**src/rtl/uart_tx_mmio_if.sv**
```systemverilog
// rtl/uart_tx_mmio_if.sv - data-memory port bundle for the UART transmitter window
//
// Purpose: groups the core's port-B dmem signals seen by uart_tx_mmio.
// Signals:
//   addr     [31:0] byte address          (master -> slave)
//   data_i   [31:0] write data            (master -> slave)
//   data_en  [3:0]  byte-lane enables     (master -> slave)
//   write_en        write strobe          (master -> slave)
//   data_o   [31:0] registered read data  (slave -> master)
`timescale 1ns/1ps

interface uart_tx_mmio_if;
  logic [31:0] addr;
  logic [31:0] data_i;
  logic [3:0]  data_en;
  logic        write_en;
  logic [31:0] data_o;

  modport master (output addr, output data_i, output data_en, output write_en, input data_o);
  modport slave  (input addr, input data_i, input data_en, input write_en, output data_o);
endinterface

```
**src/rtl/uart_tx_mmio.sv**
```systemverilog
// rtl/uart_tx_mmio.sv - memory-mapped UART transmitter with TX FIFO (8N1, 8E1 with UART_TX_PARITY_EN)
//
// Purpose: TXDATA (+0) stores push bytes into a FIFO, a bit-timing FSM
// serialises them onto tx. STATUS (+4) reads back full/empty/busy/overflow
// and occupancy with one-cycle latency; writing bit3 of STATUS clears overflow.
// Optional feature macro: UART_TX_PARITY_EN adds an even-parity bit.
// Ports:
//   clk        core clock
//   reset      asynchronous active-low reset
//   bus        dmem port (uart_tx_mmio_if.slave)
//   tx         serial output, idle high
//   busy       frame on the wire or FIFO non-empty
//   fifo_full  FIFO holds FIFO_DEPTH entries
`timescale 1ns/1ps

module uart_tx_mmio #(
  parameter logic [31:0] BASE_ADDR    = 32'h3000_0000,
  parameter int          CLKS_PER_BIT = 543,
  parameter int          FIFO_DEPTH   = 16
) (
  input  logic           clk,
  input  logic           reset,
  uart_tx_mmio_if.slave  bus,
  output logic           tx,
  output logic           busy,
  output logic           fifo_full
);

  localparam int AW = $clog2(FIFO_DEPTH);
  localparam int CW = AW + 1;
  localparam logic [15:0] BAUD_TC = 16'(CLKS_PER_BIT - 1);

`ifdef UART_TX_PARITY_EN
  typedef enum logic [2:0] {S_IDLE, S_START, S_DATA, S_PARITY, S_STOP} state_t;
`else
  typedef enum logic [2:0] {S_IDLE, S_START, S_DATA, S_STOP} state_t;
`endif

  state_t        state_q, state_d;
  logic [15:0]   baud_q, baud_d;
  logic [2:0]    bit_q, bit_d;
  logic [7:0]    shift_q, shift_d;
`ifdef UART_TX_PARITY_EN
  logic          parity_q, parity_d;
`endif

  logic [7:0]    mem_q [FIFO_DEPTH];
  logic [AW-1:0] wr_ptr_q, rd_ptr_q;
  logic [CW-1:0] count_q;
  logic          overflow_q;
  logic [31:0]   data_o_q;

  logic          hit, wr_txdata, wr_status, push, pop, fifo_empty, bit_tc;
  logic [7:0]    push_byte;
  logic [31:0]   status;
  logic          unused_addr_lsbs;

  assign unused_addr_lsbs = ^bus.addr[1:0];

  assign hit        = (bus.addr[31:3] == BASE_ADDR[31:3]);
  assign wr_txdata  = bus.write_en & hit & ~bus.addr[2];
  assign wr_status  = bus.write_en & hit & bus.addr[2];
  assign fifo_full  = (count_q == CW'(FIFO_DEPTH));
  assign fifo_empty = (count_q == '0);
  // Fullness is judged on registered count, so a same-cycle pop never rescues a push.
  assign push       = wr_txdata & ~fifo_full;
  assign pop        = (state_q == S_IDLE) & ~fifo_empty;
  assign busy       = (state_q != S_IDLE) | ~fifo_empty;
  assign bit_tc     = (baud_q == BAUD_TC);
  assign bus.data_o = data_o_q;

  // Only a clean one-hot lane enable selects an upper byte; anything else falls back to lane 0.
  always_comb begin
    case (bus.data_en)
      4'b0010: push_byte = bus.data_i[15:8];
      4'b0100: push_byte = bus.data_i[23:16];
      4'b1000: push_byte = bus.data_i[31:24];
      default: push_byte = bus.data_i[7:0];
    endcase
  end

  assign status = {16'h0, 8'(count_q), 4'h0, overflow_q, busy, fifo_empty, fifo_full};

  always_ff @(posedge clk) begin
    if (push) mem_q[wr_ptr_q] <= push_byte;
  end

  always_ff @(posedge clk or negedge reset) begin
    if (!reset) begin
      wr_ptr_q   <= '0;
      rd_ptr_q   <= '0;
      count_q    <= '0;
      overflow_q <= 1'b0;
      data_o_q   <= '0;
    end else begin
      if (push) wr_ptr_q <= wr_ptr_q + AW'(1);
      if (pop)  rd_ptr_q <= rd_ptr_q + AW'(1);
      case ({push, pop})
        2'b10:   count_q <= count_q + CW'(1);
        2'b01:   count_q <= count_q - CW'(1);
        default: count_q <= count_q;
      endcase
      if (wr_txdata && fifo_full)          overflow_q <= 1'b1;
      else if (wr_status && bus.data_i[3]) overflow_q <= 1'b0;
      data_o_q <= (hit && bus.addr[2]) ? status : 32'h0;
    end
  end

  always_ff @(posedge clk or negedge reset) begin
    if (!reset) begin
      state_q  <= S_IDLE;
      baud_q   <= '0;
      bit_q    <= '0;
      shift_q  <= '0;
`ifdef UART_TX_PARITY_EN
      parity_q <= 1'b0;
`endif
    end else begin
      state_q  <= state_d;
      baud_q   <= baud_d;
      bit_q    <= bit_d;
      shift_q  <= shift_d;
`ifdef UART_TX_PARITY_EN
      parity_q <= parity_d;
`endif
    end
  end

  // Baud counter defaults to reload; it only advances while a bit is still being held.
  always_comb begin
    state_d  = state_q;
    baud_d   = '0;
    bit_d    = bit_q;
    shift_d  = shift_q;
    tx       = 1'b1;
`ifdef UART_TX_PARITY_EN
    parity_d = parity_q;
`endif
    case (state_q)
      S_IDLE: begin
        if (pop) begin
          shift_d = mem_q[rd_ptr_q];
          bit_d   = '0;
          state_d = S_START;
`ifdef UART_TX_PARITY_EN
          parity_d = ^mem_q[rd_ptr_q];
`endif
        end
      end
      S_START: begin
        tx = 1'b0;
        if (bit_tc) state_d = S_DATA;
        else        baud_d  = baud_q + 16'd1;
      end
      S_DATA: begin
        tx = shift_q[0];
        if (bit_tc) begin
          if (bit_q == 3'd7) begin
`ifdef UART_TX_PARITY_EN
            state_d = S_PARITY;
`else
            state_d = S_STOP;
`endif
          end else begin
            shift_d = {1'b0, shift_q[7:1]};
            bit_d   = bit_q + 3'd1;
          end
        end else begin
          baud_d = baud_q + 16'd1;
        end
      end
`ifdef UART_TX_PARITY_EN
      S_PARITY: begin
        tx = parity_q;
        if (bit_tc) state_d = S_STOP;
        else        baud_d  = baud_q + 16'd1;
      end
`endif
      S_STOP: begin
        tx = 1'b1;
        if (bit_tc) state_d = S_IDLE;
        else        baud_d  = baud_q + 16'd1;
      end
      default: state_d = S_IDLE;
    endcase
  end

endmodule

```
**src/flat_wrapper.sv**
```systemverilog
// flat-port wrapper written by rule: the top's interface ports become plain ports
module uart_tx_mmio_flat 
#(
  parameter logic [31:0] BASE_ADDR    = 32'h3000_0000,
  parameter int          CLKS_PER_BIT = 543,
  parameter int          FIFO_DEPTH   = 16
)
  (clk, reset, tx, busy, fifo_full, bus_addr, bus_data_i, bus_data_en, bus_write_en, bus_data_o);
  uart_tx_mmio_if bus_i ();
  input  logic clk;
  input  logic reset;
  output logic tx;
  output logic busy;
  output logic fifo_full;
  input wire logic [$bits(bus_i.addr)-1:0] bus_addr;
  input wire logic [$bits(bus_i.data_i)-1:0] bus_data_i;
  input wire logic [$bits(bus_i.data_en)-1:0] bus_data_en;
  input wire logic [$bits(bus_i.write_en)-1:0] bus_write_en;
  output wire logic [$bits(bus_i.data_o)-1:0] bus_data_o;
  assign bus_i.addr = bus_addr;
  assign bus_i.data_i = bus_data_i;
  assign bus_i.data_en = bus_data_en;
  assign bus_i.write_en = bus_write_en;
  assign bus_data_o = bus_i.data_o;
  uart_tx_mmio #(.BASE_ADDR(BASE_ADDR), .CLKS_PER_BIT(CLKS_PER_BIT), .FIFO_DEPTH(FIFO_DEPTH)) u_core (.clk(clk), .reset(reset), .bus(bus_i), .tx(tx), .busy(busy), .fifo_full(fifo_full));
endmodule
```
**config.mk**
```make
export PLATFORM = sky130hd
export DESIGN_NAME = uart_tx_mmio_flat
export DESIGN_NICKNAME = d
export VERILOG_FILES = /design/src/rtl/uart_tx_mmio_if.sv /design/src/rtl/uart_tx_mmio.sv /design/src/flat_wrapper.sv
export SDC_FILE = /design/constraint.sdc
export NUM_CORES = 1
export LEC_CHECK = 0
export CAP_MARGIN = 25
export CORE_MARGIN = 2
export CORE_UTILIZATION = 45
export DETAILED_ROUTE_END_ITERATION = 8
export GPL_TIMING_DRIVEN = 0
export PLACE_DENSITY = 0.67
export SYNTH_ARGS = -nofsm -noshare
export SYNTH_HDL_FRONTEND = slang
export SYNTH_SLANG_ARGS = --single-unit
```
**constraint.sdc**
```tcl
create_clock -name clk -period 3.1 [get_ports clk]
set_clock_uncertainty 0.05 [all_clocks]
set_input_delay 0.31 -clock clk [delete_from_list [all_inputs] [get_ports clk]]
set_output_delay 0.31 -clock clk [all_outputs]
set_load 0.005 [all_outputs]
```
# After elaboration in Yosys (flattened, before gate mapping)
# Memories as Yosys holds them, arrays and structs flattened.
# Cells that the tools add are included.
# Widths: inputs -> output; s select.
dict set report totals {
  regBits 76
  ram_bits 128
  in_bits 71
  out_inout_bits 35
  wordCells 79
  mem_count 1
}
# name depth word_bits rd rd_ports_with_merged_regs wr line_no
set mem_list {}
lappend mem_list {u_core.mem_q 16 8 1 0 1 uart_tx_mmio.sv:47} ;# logic [7:0] mem_q [FIFO_DEPTH];
dict set report classes {
  add_sub_neg 6
  eq_ne 18
  muxes 24
  bitwise_logic 9
  reduce_logical 12
}
# cell count
set ops {}
lappend ops {{$mux 16} 2}
lappend ops {{$eq 29x27->1 const B} 1}
lappend ops {{$mux 3} 8}
lappend ops {{$mux 8} 3}
lappend ops {{$pmux 8 s3} 1}
lappend ops {{$add 16x1->16 const B} 1}
lappend ops {{$eq 16x10->1 const B} 1}
lappend ops {{$pmux 8 s2} 1}
lappend ops {{$mux 13} 1}
lappend ops {{$pmux 3 s4} 1}
lappend ops {{$ne 2x1->1 const B} 5}
lappend ops {{$pmux 5 s2} 1}
lappend ops {{$add 4x1->4 const B} 2}
lappend ops {{$eq 3x2->1 const B} 2}
lappend ops {{$pmux 3 s2} 1}
lappend ops {{$reduce_bool 2->1} 3}
lappend ops {{$add 5x1->5 const B} 1}
lappend ops {{$and 1x1->1} 5}
lappend ops {{$eq 5x5->1 const B} 1}
lappend ops {{$logic_not 5->1} 1}
lappend ops {{$reduce_and 5->1} 1}
lappend ops {{$sub 5x1->5 const B} 1}
lappend ops {{$eq 4x2->1 const B} 1}
lappend ops {{$eq 4x3->1 const B} 1}
lappend ops {{other kinds (16)} 23}

# Logic depth before layout (Yosys ltp)
dict set report depth {
  word_depth 6
  depth_mapped 14
  depth_no_buf 12
}

# Least setup slack after synthesis
# OpenSTA, ideal clock, no wires.
dict set report synth_timing {
  kind {reg-to-reg}
  from {register u_core.count_q[2]}
  to {register u_core.count_q[4]}
  setup_time_ps 80
  t_arrival_ps 2733
  t_required_ps 2970
  setup_slack_ps 237
  stages_incl_launch_ff 15
  path_buffers 3
  synth_period_minus_slack_ps 2863
  path_cell_list {dfrtp_1 buf_6 or4_4 nor2_1 nor2b_1 clkbuf_1 ha_1 clkbuf_1 xor2_1 ha_1 o21a_1 o21ai_0 nand3b_1 a21oi_1 xor2_1}
}
dict set report synth_between {
  elab_chain_cells 5
  word_cells_on_any_way 12
  cone_classes {2 x add/sub; 3 x eq/ne; 1 x mux; 4 x bitwise; 2 x reduce/logical}
}
# element line_no
set synth_rtl {}
lappend synth_rtl {{from (decl)} uart_tx_mmio.sv:49} ;# logic [CW-1:0] count_q;
lappend synth_rtl {{from (signal assigned)} uart_tx_mmio.sv:99} ;# 2'b10: count_q <= count_q + CW'(1);
lappend synth_rtl {{from (signal assigned)} uart_tx_mmio.sv:100} ;# 2'b01: count_q <= count_q - CW'(1);
lappend synth_rtl {{from (signal assigned)} uart_tx_mmio.sv:101} ;# default: count_q <= count_q;
lappend synth_rtl {{$logic_not 5->1 (*)} uart_tx_mmio.sv:64} ;# assign fifo_empty = (count_q == '0);
lappend synth_rtl {{$not 1->1 (*)} uart_tx_mmio.sv:67} ;# assign pop = (state_q == S_IDLE) & ~fifo_empty;
lappend synth_rtl {{$and 1x1->1 (*)} uart_tx_mmio.sv:67}
lappend synth_rtl {{net u_core.pop} uart_tx_mmio.sv:53} ;# logic hit, wr_txdata, wr_status, push, pop, fifo_empty, bit_tc;
lappend synth_rtl {{$eq 2x1->1 or $eq 2x2->1 (tied branches)} uart_tx_mmio.sv:98} ;# case ({push, pop})
lappend synth_rtl {{$pmux 5 s2 or $reduce_bool 2->1 (tied branches)} --}
# The timed path passes the listed nets; every way through them passes the cells marked *.
# A chain may end at the register's enable or synchronous reset.

# Final worst setup path
dict set report layout_timing {
  from {register u_core.state_q[0]}
  to {output tx}
}
dict set report layout_between {
  elab_chain_cells 2
  word_cells_on_any_way 3
  cone_classes {2 x eq/ne; 1 x mux}
}
# element line_no
set layout_rtl {}
lappend layout_rtl {{from (decl)} uart_tx_mmio.sv:39} ;# state_t state_q, state_d;
lappend layout_rtl {{from (signal assigned)} uart_tx_mmio.sv:119} ;# state_q <= state_d;
lappend layout_rtl {{$eq 3x2->1 or $eq 3x1->1 (tied branches)} uart_tx_mmio.sv:139} ;# case (state_q)
lappend layout_rtl {{$pmux 1 s2 (*)} uart_tx_mmio.sv:139}
lappend layout_rtl {{to (decl)} flat_wrapper.sv:12} ;# output logic tx;
# Mark *: on every way between the ends. The rest lies on a longest branch, timed or not.

==> tab_implementation.tex <==
\begin{tabular}{lr}
\hline
Metric & Value \\
\hline
\multicolumn{2}{l}{\textbf{Global routing}} \\
Number of antenna violations at the first check in global routing & 0 \\
First-pass GRT wire length & 26.32 mm \\
Largest net degree at the start of global routing & 37 \\
Number of global-route vias before repair & 4990 \\
Overflow after GRT & 0 \\
Global routing usage summed across all routing layers & 18.99\% \\
\multicolumn{2}{l}{\textbf{Worst setup path}} \\
Delay-heaviest family, CP & buffers and inverters \\
Classification of the worst setup path & register to output port \\
Worst-path fanout max & 10 \\
Required time of the critical path & 2.74 ns \\
Slowest stage cell, crit path & sky130\_fd\_sc\_hd\_\_clkdlybuf4s50\_1 \\
Crit path buffers/inverters & 4 \\
Register-to-Register Setup Slack & 0.28 ns \\
Worst setup EP type & output port \\
Kind of start point of the critical path & register \\
Cell depth of the worst flop-to-flop path & 12 \\
Slowest cell delay on critical path & 0.53 ns \\
Reg-to-reg critical path endpoint & u\_core.count\_q[4] \\
Cell depth of the worst setup path & 7 \\
Arrival time of data at the critical path endpoint & 2.53 ns \\
Reg-to-reg startpoint & u\_core.count\_q[2] \\
Sequence of cells on the critical path & inv\_1, ha\_1, clkbuf\_2, clkbuf\_1, nand2\_1, o21ai\_0, clkdlybuf4s50\_1 \\
\multicolumn{2}{l}{\textbf{CTS}} \\
CTS root buf & sky130\_fd\_sc\_hd\_\_clkbuf\_16 \\
Number of buffers on the longest clock path & 2 \\
CTS tree & yes \\
Maximum level of the CTS H-tree & 4 \\
Skew-Pair Late Insertion Delay & 0.44 ns \\
Clock buffer count from CTS & 17 \\
Clk pin slew, worst setup/hold paths & 0.07 ns \\
Num Clock Sinks & 180 \\
\multicolumn{2}{l}{\textbf{Power}} \\
Total power divided by cell area & 505.2 nW/um2 \\
Static leakage & 3.595 nW \\
Worst VDD drop & 425.4 uV \\
\multicolumn{2}{l}{\textbf{Synthesis}} \\
Portion of the post-synthesis area used by sequential elements & 64.21\% \\
Share of synthesized cell area in full adder, half adder and majority cells & 2.811\% \\
Ys flop type & sky130\_fd\_sc\_hd\_\_edfxtp\_1 \\
Cells after Synth & 554 \\
Cell variety after synth & 52 \\
Cells taking the most area after synthesis & sky130\_fd\_sc\_hd\_\_edfxtp\_1, sky130\_fd\_sc\_hd\_\_dfrtp\_1, sky130\_fd\_sc\_hd\_\_mux4\_2 \\
Dominant combinational cell family by area after synthesis & multiplexers \\
Number of flops mapped to enable cells by yosys & 128 \\
Number of synthesized register bits & 180 \\
Count of warnings emitted by yosys & 0 \\
Xor/xnor cell area share of the yosys netlist & 2.623\% \\
Mean cell area of the mapped netlist & 14.46 um2 \\
Area share of the largest cell type after synthesis & 47.97\% \\
Synthesized cell area & 8013 um2 \\
Fraction of synthesized area in multiplexers & 9.541\% \\
Post-synthesis simple-gate area fraction & 8.838\% \\
Compound-cell area share of the yosys netlist & 7.292\% \\
Cell type with the largest total area after synthesis & sky130\_fd\_sc\_hd\_\_edfxtp\_1 \\
FFs w/ async S/R, synth & 28.89\% \\
\multicolumn{2}{l}{\textbf{Layout}} \\
Final cell area excluding filler cells & 9814 um2 \\
Most common cell after layout, fill and taps aside & sky130\_fd\_sc\_hd\_\_edfxtp\_1 \\
Ant diodes & 0 \\
Net count of the finished layout & 769 \\
Commonest cells after routing, fill and taps aside & sky130\_fd\_sc\_hd\_\_edfxtp\_1, sky130\_fd\_sc\_hd\_\_clkdlybuf4s50\_1, sky130\_fd\_sc\_hd\_\_dfrtp\_1 \\
Layout cells sized above 1 & 16.45\% \\
Syn-to-layout area delta & 22.49\% \\
Filler Cell Count & 1386 \\
\multicolumn{2}{l}{\textbf{Placed design}} \\
Final HPWL from detailed placement & 11.51 mm \\
Placer's final routability congestion estimate & 0.7612 \\
Total of buffers placed on input and output ports & 80 \\
Placed standard-cell area & 9218 um2 \\
Worst slack, placed & -0.6034 ns \\
\multicolumn{2}{l}{\textbf{Route}} \\
Detailed router's first-iteration violation count & 495 \\
Router iterations before antenna repair & 5 \\
Number of vias after detailed routing & 4956 \\
Drt drc & 0 \\
Mean routed wirelength per cell & 18.29 um \\
Vias per cell & 5.399 \\
Total wire length & 16.79 mm \\
Remaining antenna violation count & 0 \\
\multicolumn{2}{l}{\textbf{Timing}} \\
Pin slew with the least headroom to its limit & 0.9061 ns \\
Final Max Slew Viols & 0 \\
Setup violation total in the final timing report & 0 \\
Worst hold margin & 0.2926 ns \\
Worst slew margin & 39.37\% \\
Time the worst path needs with I/O delays and setup & 2.886 ns \\
Worst Slack Setup Final & 0.2139 ns \\
Final Hold Fails & 0 \\
Unrepaired setup endpoints after global routing & false \\
Period utilisation layout & 93.10\% \\
Highest clock rate & 0.3465 GHz \\
\multicolumn{2}{l}{\textbf{Floorplan}} \\
Overall die area & 18890 um2 \\
Core region area & 17360 um2 \\
Die height & 137.4 um \\
Initial Util & 46.16\% \\
Row Count & 48 \\
Number of I/O pins & 106 \\
Chip width & 137.4 um \\
\multicolumn{2}{l}{\textbf{Outcome}} \\
Outcome & completed \\
\multicolumn{2}{l}{\textbf{Run}} \\
Total of max-cap violations & 0 \\
\multicolumn{2}{l}{\textbf{Min path}} \\
Class of the most critical hold timing path & input port to asynchronous set/reset pin \\
\hline
\end{tabular}
==> cells in the mapped netlist, types with 10 or more instances <==
| cell type | n |
|---|---|
| sky130_fd_sc_hd__a21oi_1 | 31 |
| sky130_fd_sc_hd__dfrtp_1 | 52 |
| sky130_fd_sc_hd__edfxtp_1 | 128 |
| sky130_fd_sc_hd__inv_1 | 17 |
| sky130_fd_sc_hd__o21ai_0 | 10 |
| sky130_fd_sc_hd__buf_4 | 24 |
| sky130_fd_sc_hd__nand2_1 | 17 |
| sky130_fd_sc_hd__mux4_2 | 30 |
| sky130_fd_sc_hd__xor2_1 | 16 |
| sky130_fd_sc_hd__a22oi_1 | 24 |
| sky130_fd_sc_hd__nor2_1 | 50 |
| sky130_fd_sc_hd__clkbuf_1 | 19 |
| sky130_fd_sc_hd__ha_1 | 18 |
==> power by group <==
part / switching (mW) / internal, mW
clock: 0.970 / 1.13
combinational: 0.115 / 0.124
sequential: 0.00360 / 2.61
==> flip-flops by register name, summed over array words and instances (netlist names) <==
name and count:
u_core.mem_q 128, u_core.baud_q 16, u_core.bus.data_o 9, u_core.shift_q 8, u_core.count_q 5, u_core.rd_ptr_q 4
u_core.wr_ptr_q 4, u_core.bit_q 3, u_core.state_q 2, u_core.overflow_q 1
==> worst max path at each step <==
stage                         to  slack [ns]         startpoint
2_1_floorplan  u_core.count_q[4]        0.24  u_core.count_q[2]
3_3_place_gp   u_core.count_q[4]       -0.52       bus_addr[11]
3_5_place_dp   u_core.count_q[4]       -0.60       bus_addr[11]
4_1_cts        u_core.count_q[4]       0.001  u_core.count_q[2]
5_1_grt        u_core.count_q[4]        0.04        bus_addr[9]
6_report                      tx        0.21  u_core.state_q[0]
==> worst reg2reg max path, stage by stage (launching register included) <==
cell                       delay (ns)
sky130_fd_sc_hd__dfrtp_1         0.38
sky130_fd_sc_hd__buf_6           0.14
sky130_fd_sc_hd__or4_4           0.55
sky130_fd_sc_hd__nor2_1          0.11
sky130_fd_sc_hd__nor2b_1         0.14
sky130_fd_sc_hd__ha_4            0.23
sky130_fd_sc_hd__xor2_1          0.14
sky130_fd_sc_hd__ha_1            0.23
sky130_fd_sc_hd__o21a_1          0.17
sky130_fd_sc_hd__o21ai_0         0.19
sky130_fd_sc_hd__nand3b_1        0.10
sky130_fd_sc_hd__a21oi_1         0.16
sky130_fd_sc_hd__xor2_1          0.16
==> per-stage QoR <==
| stage | util, % | setup TNS [ns] | power, mW | instances |
|---|---|---|---|---|
| after floorplan | - | 0 | 2.759 | 576 |
| after global placement | 52.88 | -24.78 | 2.893 | 881 |
| after detailed placement | 53.11 | -21.86 | 2.904 | 886 |
| after CTS | 56.49 | 0 | 4.991 | 919 |
| after global routing | 56.55 | 0 | 5.121 | 918 |
| final | 56.55 | 0 | 4.958 | 918 |
==> routing by layer <==
metal	routed length [um]	vias to the layer above	share of wire, %	track usage (%)
met3	951	17	5.7	4.783
li1	-	2298	-	-
met5	0	-	0	0
met4	211	0	1.3	5.613
met1	7055	2495	42	23.92
met2	8571	146	51	32.48
==> kinds of logic after synthesis <==
kind of cell	count (synthesis)
flops	180
simple gates	136
compound gates	88
buf+inv	69
mux	38
xor+xnor	24
fa+ha+maj	18
other cells	1
==> what timing repair did <==
item | CTS | global route
gates resized for setup | 0 | 4
buffers inserted | 1 | 0
endpoints found under the hold margin | 16 | 0
setup endpoints to repair | 1 | 2
pin swaps | 1 | 0
hold buffers | 1 | 0
==> layout make-up <==
type	instances	area, um2	share of cell area [%]
Sequential cell	180	5145	52.42
Multi-Input combinational cell	327	2591	26.40
Timing Repair Buffer	87	858.3	8.746
Clock buffer	18	429.2	4.373
Buffer	50	301.5	3.072
Tap cell	225	281.5	2.868
Clock inverter	14	143.9	1.466
Inverter	17	63.81	0.6502
No activity file was read; power rests on OpenSTA's default activity.
